File: src/rtl/mac_stream_engine.sv
// ---------------------------------------------------------------------------
// mac_stream_engine
//
// Streaming multiply-accumulate engine. It computes sum(a[i]*b[i]) for
// i = 0..len-1. Operand pairs arrive over a valid/ready handshake and the
// final sum leaves over a second valid/ready handshake. The control FSM,
// the element counter and the two-stage multiply/accumulate pipeline all
// live in this one block.
//
// Ports:
//   clk          rising-edge clock
//   rst          asynchronous active-low reset
//   go           start request, only looked at in IDLE
//   len          element count, captured when go is taken
//   signed_mode  1 = two's-complement operands, captured when go is taken
//   abort        synchronous cancel, acts in every state except IDLE
//   in_valid     operand pair valid
//   in_ready     engine takes a pair this cycle (high only in LOAD)
//   a, b         operands
//   out_valid    result valid (high only in OUT)
//   out_ready    sink takes the result
//   result       accumulated sum
//   overflow     sticky overflow/saturation flag for the current operation
//   busy         high in every state except IDLE
//   done         one-cycle pulse after the result handshake
//   ps           current state: IDLE=0, LOAD=1, DRAIN=2, OUT=3
// ---------------------------------------------------------------------------
module mac_stream_engine #(
   parameter int DATA_W = 8,
   parameter int ACC_W  = 24,
   parameter int LEN_W  = 8,
   parameter bit SAT_EN = 1'b1
) (
   input  logic              clk,
   input  logic              rst,
   input  logic              go,
   input  logic [LEN_W-1:0]  len,
   input  logic              signed_mode,
   input  logic              abort,
   input  logic              in_valid,
   output logic              in_ready,
   input  logic [DATA_W-1:0] a,
   input  logic [DATA_W-1:0] b,
   output logic              out_valid,
   input  logic              out_ready,
   output logic [ACC_W-1:0]  result,
   output logic              overflow,
   output logic              busy,
   output logic              done,
   output logic [1:0]        ps
);

   localparam int PROD_W = 2 * DATA_W;

   typedef enum logic [1:0] {
      IDLE  = 2'd0,
      LOAD  = 2'd1,
      DRAIN = 2'd2,
      OUT   = 2'd3
   } state_t;

   state_t              state;
   logic [LEN_W-1:0]    len_r;
   logic [LEN_W-1:0]    cnt;
   logic                signed_r;
   logic                drain_cnt;

   logic                s1_valid;
   logic [DATA_W-1:0]   s1_a;
   logic [DATA_W-1:0]   s1_b;
   logic                s2_valid;
   logic [PROD_W-1:0]   s2_prod;
   logic [ACC_W-1:0]    acc;

   logic                start;
   logic                kill;
   logic                accept;
   logic [PROD_W-1:0]   op_a_ext;
   logic [PROD_W-1:0]   op_b_ext;
   logic [PROD_W-1:0]   prod;
   logic [ACC_W-1:0]    prod_ext;
   logic [ACC_W:0]      sum;
   logic                add_ovf;
   logic [ACC_W-1:0]    acc_next;

   assign busy = (state != IDLE);
   assign ps   = state;

   // go only counts in IDLE, abort only counts outside IDLE, so the two can
   // never both be active on the same edge. A pair is taken only in LOAD.
   assign start  = (state == IDLE) && go;
   assign kill   = (state != IDLE) && abort;
   assign accept = (state == LOAD) && in_valid && in_ready;

   // Stage-2 product. Extending both operands to the full product width
   // before multiplying means the low PROD_W bits are the correct signed or
   // unsigned product, so one plain multiplier serves both modes.
   always_comb begin
      op_a_ext = {{DATA_W{signed_r & s1_a[DATA_W-1]}}, s1_a};
      op_b_ext = {{DATA_W{signed_r & s1_b[DATA_W-1]}}, s1_b};
      prod     = op_a_ext * op_b_ext;
   end

   // Widen the registered product to accumulator width (sign- or
   // zero-extension), add with a carry bit, and decide overflow. Unsigned
   // overflow is the carry out; signed overflow is two same-sign addends
   // producing a result of the other sign. With saturation the accumulator
   // clamps towards the side it overflowed on, otherwise it wraps.
   always_comb begin
      prod_ext               = '0;
      prod_ext[PROD_W-1:0]   = s2_prod;
      for (int i = PROD_W; i < ACC_W; i++) begin
         prod_ext[i] = signed_r & s2_prod[PROD_W-1];
      end
      sum = {1'b0, acc} + {1'b0, prod_ext};
      if (signed_r) begin
         add_ovf = (acc[ACC_W-1] == prod_ext[ACC_W-1]) &&
                   (sum[ACC_W-1] != acc[ACC_W-1]);
      end else begin
         add_ovf = sum[ACC_W];
      end
      acc_next = acc;
      if (s2_valid) begin
         acc_next = sum[ACC_W-1:0];
         if (SAT_EN && add_ovf) begin
            if (!signed_r) begin
               acc_next = '1;
            end else if (acc[ACC_W-1]) begin
               acc_next = {1'b1, {(ACC_W-1){1'b0}}};
            end else begin
               acc_next = {1'b0, {(ACC_W-1){1'b1}}};
            end
         end
      end
   end

   // Control FSM with registered handshake outputs. abort wins over every
   // other transition and suppresses done. The final DRAIN edge is the same
   // edge that folds the last product into the accumulator, so result is
   // loaded from acc_next rather than acc to be final on OUT entry.
   always_ff @(posedge clk or negedge rst) begin
      if (!rst) begin
         state     <= IDLE;
         len_r     <= '0;
         cnt       <= '0;
         signed_r  <= 1'b0;
         drain_cnt <= 1'b0;
         in_ready  <= 1'b0;
         out_valid <= 1'b0;
         done      <= 1'b0;
         result    <= '0;
      end else begin
         done <= 1'b0;
         if (kill) begin
            state     <= IDLE;
            in_ready  <= 1'b0;
            out_valid <= 1'b0;
         end else begin
            case (state)
               IDLE: begin
                  if (go) begin
                     len_r     <= len;
                     signed_r  <= signed_mode;
                     cnt       <= '0;
                     drain_cnt <= 1'b0;
                     if (len == '0) begin
                        state     <= OUT;
                        out_valid <= 1'b1;
                        result    <= '0;
                     end else begin
                        state    <= LOAD;
                        in_ready <= 1'b1;
                     end
                  end
               end
               LOAD: begin
                  if (accept) begin
                     cnt <= cnt + LEN_W'(1);
                     if (cnt + LEN_W'(1) == len_r) begin
                        state     <= DRAIN;
                        in_ready  <= 1'b0;
                        drain_cnt <= 1'b0;
                     end
                  end
               end
               DRAIN: begin
                  if (drain_cnt) begin
                     state     <= OUT;
                     out_valid <= 1'b1;
                     result    <= acc_next;
                  end else begin
                     drain_cnt <= 1'b1;
                  end
               end
               OUT: begin
                  if (out_ready) begin
                     state     <= IDLE;
                     out_valid <= 1'b0;
                     done      <= 1'b1;
                  end
               end
               default: state <= IDLE;
            endcase
         end
      end
   end

   // Multiply/accumulate pipeline. Stage 1 holds the accepted pair, stage 2
   // holds its product, and the accumulator absorbs stage 2 one edge later.
   // Bubbles travel as cleared valid bits. A new go empties the pipe and
   // clears the accumulator and overflow; abort only empties the pipe so the
   // last accumulator/overflow values remain visible.
   always_ff @(posedge clk or negedge rst) begin
      if (!rst) begin
         s1_valid <= 1'b0;
         s1_a     <= '0;
         s1_b     <= '0;
         s2_valid <= 1'b0;
         s2_prod  <= '0;
         acc      <= '0;
         overflow <= 1'b0;
      end else if (start) begin
         s1_valid <= 1'b0;
         s2_valid <= 1'b0;
         acc      <= '0;
         overflow <= 1'b0;
      end else if (kill) begin
         s1_valid <= 1'b0;
         s2_valid <= 1'b0;
      end else begin
         s1_valid <= accept;
         if (accept) begin
            s1_a <= a;
            s1_b <= b;
         end
         s2_valid <= s1_valid;
         s2_prod  <= prod;
         acc      <= acc_next;
         if (s2_valid && add_ovf) begin
            overflow <= 1'b1;
         end
      end
   end

endmodule

File: config.mk
export PLATFORM = sky130hd
export DESIGN_NAME = mac_stream_engine
export DESIGN_NICKNAME = d
export VERILOG_FILES = /design/src/rtl/mac_stream_engine.sv
export SDC_FILE = /design/constraint.sdc
export NUM_CORES = 1
export LEC_CHECK = 0
export CORE_ASPECT_RATIO = 0.5
export CORE_MARGIN = 2
export CORE_UTILIZATION = 60
export DETAILED_ROUTE_END_ITERATION = 7
export PLACE_DENSITY = 0.85
export SLEW_MARGIN = 10
export SYNTH_ARGS = -nofsm -noshare
export SYNTH_HDL_FRONTEND = slang
export SYNTH_SLANG_ARGS = --single-unit
export TNS_END_PERCENT = 10
File: constraint.sdc
create_clock -name clk -period 7.3 [get_ports clk]
set_clock_uncertainty 0.15 [all_clocks]
set_input_delay 2.19 -clock clk [delete_from_list [all_inputs] [get_ports clk]]
set_output_delay 2.19 -clock clk [all_outputs]
set_load 0.02 [all_outputs]
Yosys cells after proc, flatten, opt, wreduce, memory -nomap -nowiden

Index checks and enable logic that the tools add are counted.

Register bits after elaboration: 106
Input port bits: 31
Output and inout bits: 31

$add $sub $neg: 2
$mul: 1
Eq/ne operators: 19
Mux-type cells: 46
Bitwise operators: 5
Reductions and logical operators: 25

Operator list:

| cell                | count |
|---|---|
| $mux 24             | 9 |
| $pmux 24 s2         | 1 |
| $add 24x24->25      | 1 |
| $reduce_and 5->1    | 5 |
| $mux 1              | 22 |
| $mul 9x9->16        | 1 |
| $mux 8              | 2 |
| $pmux 8 s2          | 1 |
| $ne 3x3->1 const B  | 5 |
| $mux 2              | 7 |
| $add 8x1->8 const B | 1 |
| $eq 8x8->1          | 1 |
| $logic_not 8->1     | 1 |
| $ne 2x2->1 const B  | 4 |
| $pmux 2 s4          | 1 |
| $reduce_bool 2->1   | 4 |
| $logic_and 1x1->1   | 6 |
| $ne 3x2->1 const B  | 2 |
| $pmux 1 s3          | 2 |
| $reduce_and 3->1    | 2 |
| $reduce_bool 3->1   | 2 |
| $eq 2x2->1 const B  | 2 |
| $ne 2x1->1 const B  | 2 |
| $reduce_and 2->1    | 2 |
| other kinds (9)     | 12 |

Logic depth before layout (Yosys ltp)

Depth after elaboration: 9
Mapped depth: 21

Least setup slack after synthesis

No wires, ideal clock.

Path kind: reg-to-reg
Start: register s1_b[7]
End: register s2_prod[15]
Setup time: 0.125 ns
Arrival: 5.150 ns
Path slack: 1.875 ns
Stages on the path, launching flop included: 20
Cell sequence: dfrtp_1 > clkbuf_1 > nand2_1 > or2_2 > fa_1 > fa_1 > inv_1 > fa_1 > fa_1 > inv_1 > fa_1 > inv_1 > ha_1 > o21ai_0 > a21boi_0 > o21ai_0 > a21oi_1 > a31oi_1 > xnor2_1 > mux2_2

Cells in the longest elaborated chain, start to end: 2

Ends and longest elaborated chain:

| what                     | line | source |
|---|---|---|
| start: declaration       | 70   | `logic [DATA_W-1:0] s1_b;` |
| start signal: assignment | 217  | `s1_b <= '0;` |
| start signal: assignment | 234  | `s1_b <= b;` |
| $and 1x1->1              | 100  | `op_b_ext = {{DATA_W{signed_r & s1_b[DATA_W-1]}}, s1_b};` |
| $mul 9x9->16 *           | 101  | `prod = op_a_ext * op_b_ext;` |
| end signal: assignment   | 237  | `s2_prod <= prod;` |
| end: declaration         | 72   | `logic [PROD_W-1:0] s2_prod;` |

Mark *: on every way between the ends. The rest lies on a longest branch, timed or not.
A chain may end at the register's enable or synchronous reset.

Worst setup path after layout

Start: register signed_r
End: register s2_prod[15]

Cells in the longest elaborated chain, start to end: 2

Ends and longest elaborated chain:

| what                           | line    | source |
|---|---|---|
| start: declaration             | 65      | `logic signed_r;` |
| start signal: assignment       | 163     | `signed_r <= signed_mode;` |
| $and 1x1->1 (on tied branches) | 99, 100 |  |
| $mul 9x9->16 *                 | 101     |  |

Marks and branches as above.

==> summary.md <==
| Metric | Value |
|---|---|
| Status | complete, no violations |
| Yosys top cell by area | dfrtp_1 |
| Clk root buf | clkbuf_16 |
| Initial Util | 0.622 |
| # hold bufs at CTS | 0 |
| Critical Path Fanout Max | 10 |
| Global placer's final weighted congestion | approximately 0.93 |
| Area share of fa/ha/maj cells after synthesis | 0.241 |
| F_max | 168 MHz |
| Largest family of logic cells by synthesized area | adder cells |
| Yosys top cell area share | 0.311 |
| FF+latch count, synth | 106 |
| Slew Limit Headroom | 0.230 |
| Setup crit end kind | flop |
| Router iterations before antenna repair | 5 |
| Clock latency on the worst-skew pair | between 0.3 and 0.4 ns |
| Fin crit share | 0.813 |
| Max Slew Vio Count | 0 |
| CP arrival | 6.02 ns |
| GRT Total Usage | 0.278 |
| Reg2Reg Depth | 18 |
| Vias/cell | between 6 and 7 |
| Share of cells above drive strength 1 | 0.0658 |
| Worst Setup EP | s2_prod[15] |
| Crit Reg-Reg Startpoint | signed_r |
| Final setup viols | 0 |
| Synth Warn # | 0 |
| CTS HTree Levels | 3 |
| Crit path kind | reg -> reg |
| Wire per inst | 17.3 um |
| Post-synthesis compound-gate area fraction | 0.145 |
| Multiplexer share of the synthesized area | 0.0419 |
| Die Area | 0.0153 mm^2 |
| Largest net degree at the start of global routing | 67 |
| Post-synth ARST share | 1.00 |
| Most numerous cell in the Yosys netlist | dfrtp_1 |
| Post-synthesis instance total | 917 |
| Final hold vios | 0 |
| Post-synth top cells | dfrtp_1, nand2_1, inv_1 |
| Placed Area | 0.00925 mm^2 |
| Syn_nets | 1074 |
| Antenna diodes | 0 |
| Synth Flop Type | dfrtp_1 |
| Cells along the critical path | nand2_1, or2_2, fa_1, fa_1, inv_1, fa_1, fa_1, inv_1, fa_1, inv_1, ha_1, o21ai_0, a21boi_0, o21ai_0, a21oi_1, a31oi_1, xnor2_1, mux2_2 |
| Sequential area share after synthesis | 0.311 |
| Xor/xnor share of the synthesized area | 0.0482 |
| CP top delay family | adder cells |
| PortBufs | 61 |
| First-pass GRT wire length | about 34 mm |
| DIE HEIGHT | 88.4 um |
| Post-layout net count | 1109 |
| Cell Area, Synth | 0.00854 mm^2 |
| Worst R2R End | s2_prod[15] |
| Clock tree sinks | 106 |
| I/O pin count | 62 |
| Clock transition at path regs | 0.07 ns |
| Number of synthesized flops with an enable pin | 0 |
| Flop2flop setup slack | 1.36 ns |
| Cell area after layout | 0.00954 mm^2 |
| Total gr overflow | 0 |
| Vias in the first global route | 7102 |
| Max cap viols | 0 |
| Initial DRC count | 604 |
| Post-CTS setup buffer count | 0 |
| Simple-gate share of the synthesized area | 0.157 |
| Setup TNS Final | 0 ns |
| CP Launch Point | signed_r |
| Drt total wl | 19.9 mm |
| Buffers & Inverters on Critical Path | 3 |
| Post-DP HPWL | 14.4 mm |
| Num rows | 30 |
| Inserted Clock Buffers | 9 |
| CTS-repair resized insts | 0 |
| Avg Inst Size Synth | between 9 and 10 um^2 |
| TritonCTS clock tree | built |
| Tightest Pin Transition | 1.15 ns |
| CTS max path bufs | 2 |
| Worst hold path type | reg -> reg |
| Die W | 173 um |
| Worst Path Required | 7.38 ns |
| DRC viols | 0 |
| Setup crit start kind | flop |
| Max stage delay on crit path | around 0.6 ns |
| Most numerous cell on the critical path | fa_1 |
| Dominant cells by area after synthesis | dfrtp_1, fa_1, ha_1 |
| RSZ-0062 raised after global routing | false |
| Post-route ant nets | 0 |
| Core box area | 0.0137 mm^2 |
| Synth unique cells | 61 |
| Routed vias | 6900 |
| Initial antenna violation count | 0 |
| Synth-to-layout area growth | 11.7% |
| Min Tclk post-route | roughly 5.9 ns |
| Critical Path Slowest Stage Cell | dfrtp_1 |
| Critical path depth | 18 |
[flip-flops by register name, summed over array words and instances (netlist names)]
| register | count |
|---|---|
| s2_prod | 16 |
| s1_valid | 1 |
| out_valid | 1 |
| s2_valid | 1 |
| ps | 2 |
| s1_a | 8 |
| acc | 24 |
| cnt | 8 |
| overflow | 1 |
| done | 1 |
| len_r | 8 |
| result | 24 |
| drain_cnt | 1 |
| s1_b | 8 |
| in_ready | 1 |
| signed_r | 1 |
[cells by family after synthesis]
| family | Yosys count |
|---|---|
| buffers and inverters | 123 |
| AND/OR/NAND/NOR | 279 |
| multiplexers | 32 |
| XOR/XNOR | 47 |
| flip-flops | 106 |
| adder cells (fa/ha/maj) | 126 |
| AO/OA/AOI/OAI | 204 |
[worst register-to-register path, delay by kind of cell (launching register included)]
kind	cells	cell delay (ns)
compound gates	5	0.91
xor+xnor	1	0.13
fa+ha+maj	6	2.93
buf+inv	3	0.17
flops	1	0.61
mux	1	0.26
simple gates	2	0.68
[cells in the final DEF (no fill, tap or decap), drive strengths merged, types with 5 or more instances in the layout]
| cell | n |
|---|---|
| a21o | 10 |
| a21oi | 72 |
| a31oi | 12 |
| and2 | 45 |
| and3 | 10 |
| buf | 6 |
| clkbuf | 12 |
| clkdlybuf4s50 | 60 |
| dfrtp | 106 |
| fa | 64 |
| ha | 62 |
| inv | 82 |
| mux2 | 30 |
| nand2 | 99 |
| nand3 | 11 |
| nor2 | 73 |
| nor3 | 6 |
| nor4 | 5 |
| o21ai | 51 |
| o21bai | 5 |
| o22ai | 24 |
| xnor2 | 32 |
| xor2 | 15 |
[layout make-up]
type / instances / area, um^2
multi-input combinational: 688 / 5410
clock buffer: 12 / 246
fill: 998 / 4200
inverter: 81 / 304
timing repair buffer: 66 / 646
sequential: 106 / 2650
clock inverter: 4 / 35.0
tap: 192 / 240
[per-layer routing]
metal	wire, um	global-route usage	vias to the layer above
met5	0	0	-
met4	429	0.0886	0
met3	1370	0.0554	44
met2	9670	0.488	274
met1	8460	0.358	3394
li1	-	-	3188
[how the worst min path moves through the flow]
stage	from	to	slack (ns)	depth (start not counted)
after floorplan	s1_valid	s2_valid	0.30	1
after global placement	s2_prod[6]	s2_prod[6]	0.32	2
after detailed placement	s1_valid	s2_valid	0.32	1
after CTS	s1_valid	s2_valid	0.34	1
after global routing	s1_valid	s2_valid	0.37	1
final	s1_valid	s2_valid	0.34	1
[through the flow]
stage / setup WS [ns] / hold WS [ns] / instances / util
global route: 1.06 / 0.365 / 1149 / 0.694
finish: 1.36 / 0.339 / 1149 / 0.694
global placement: 1.59 / 0.317 / 1133 / 0.673
CTS: 1.40 / 0.338 / 1149 / 0.694
floorplan: 1.87 / 0.301 / 917 / -
detailed placement: 1.44 / 0.323 / 1133 / 0.673
Power is not shown: default switching activity piles up to over one toggle a cycle in this logic, so the estimate is an artifact.
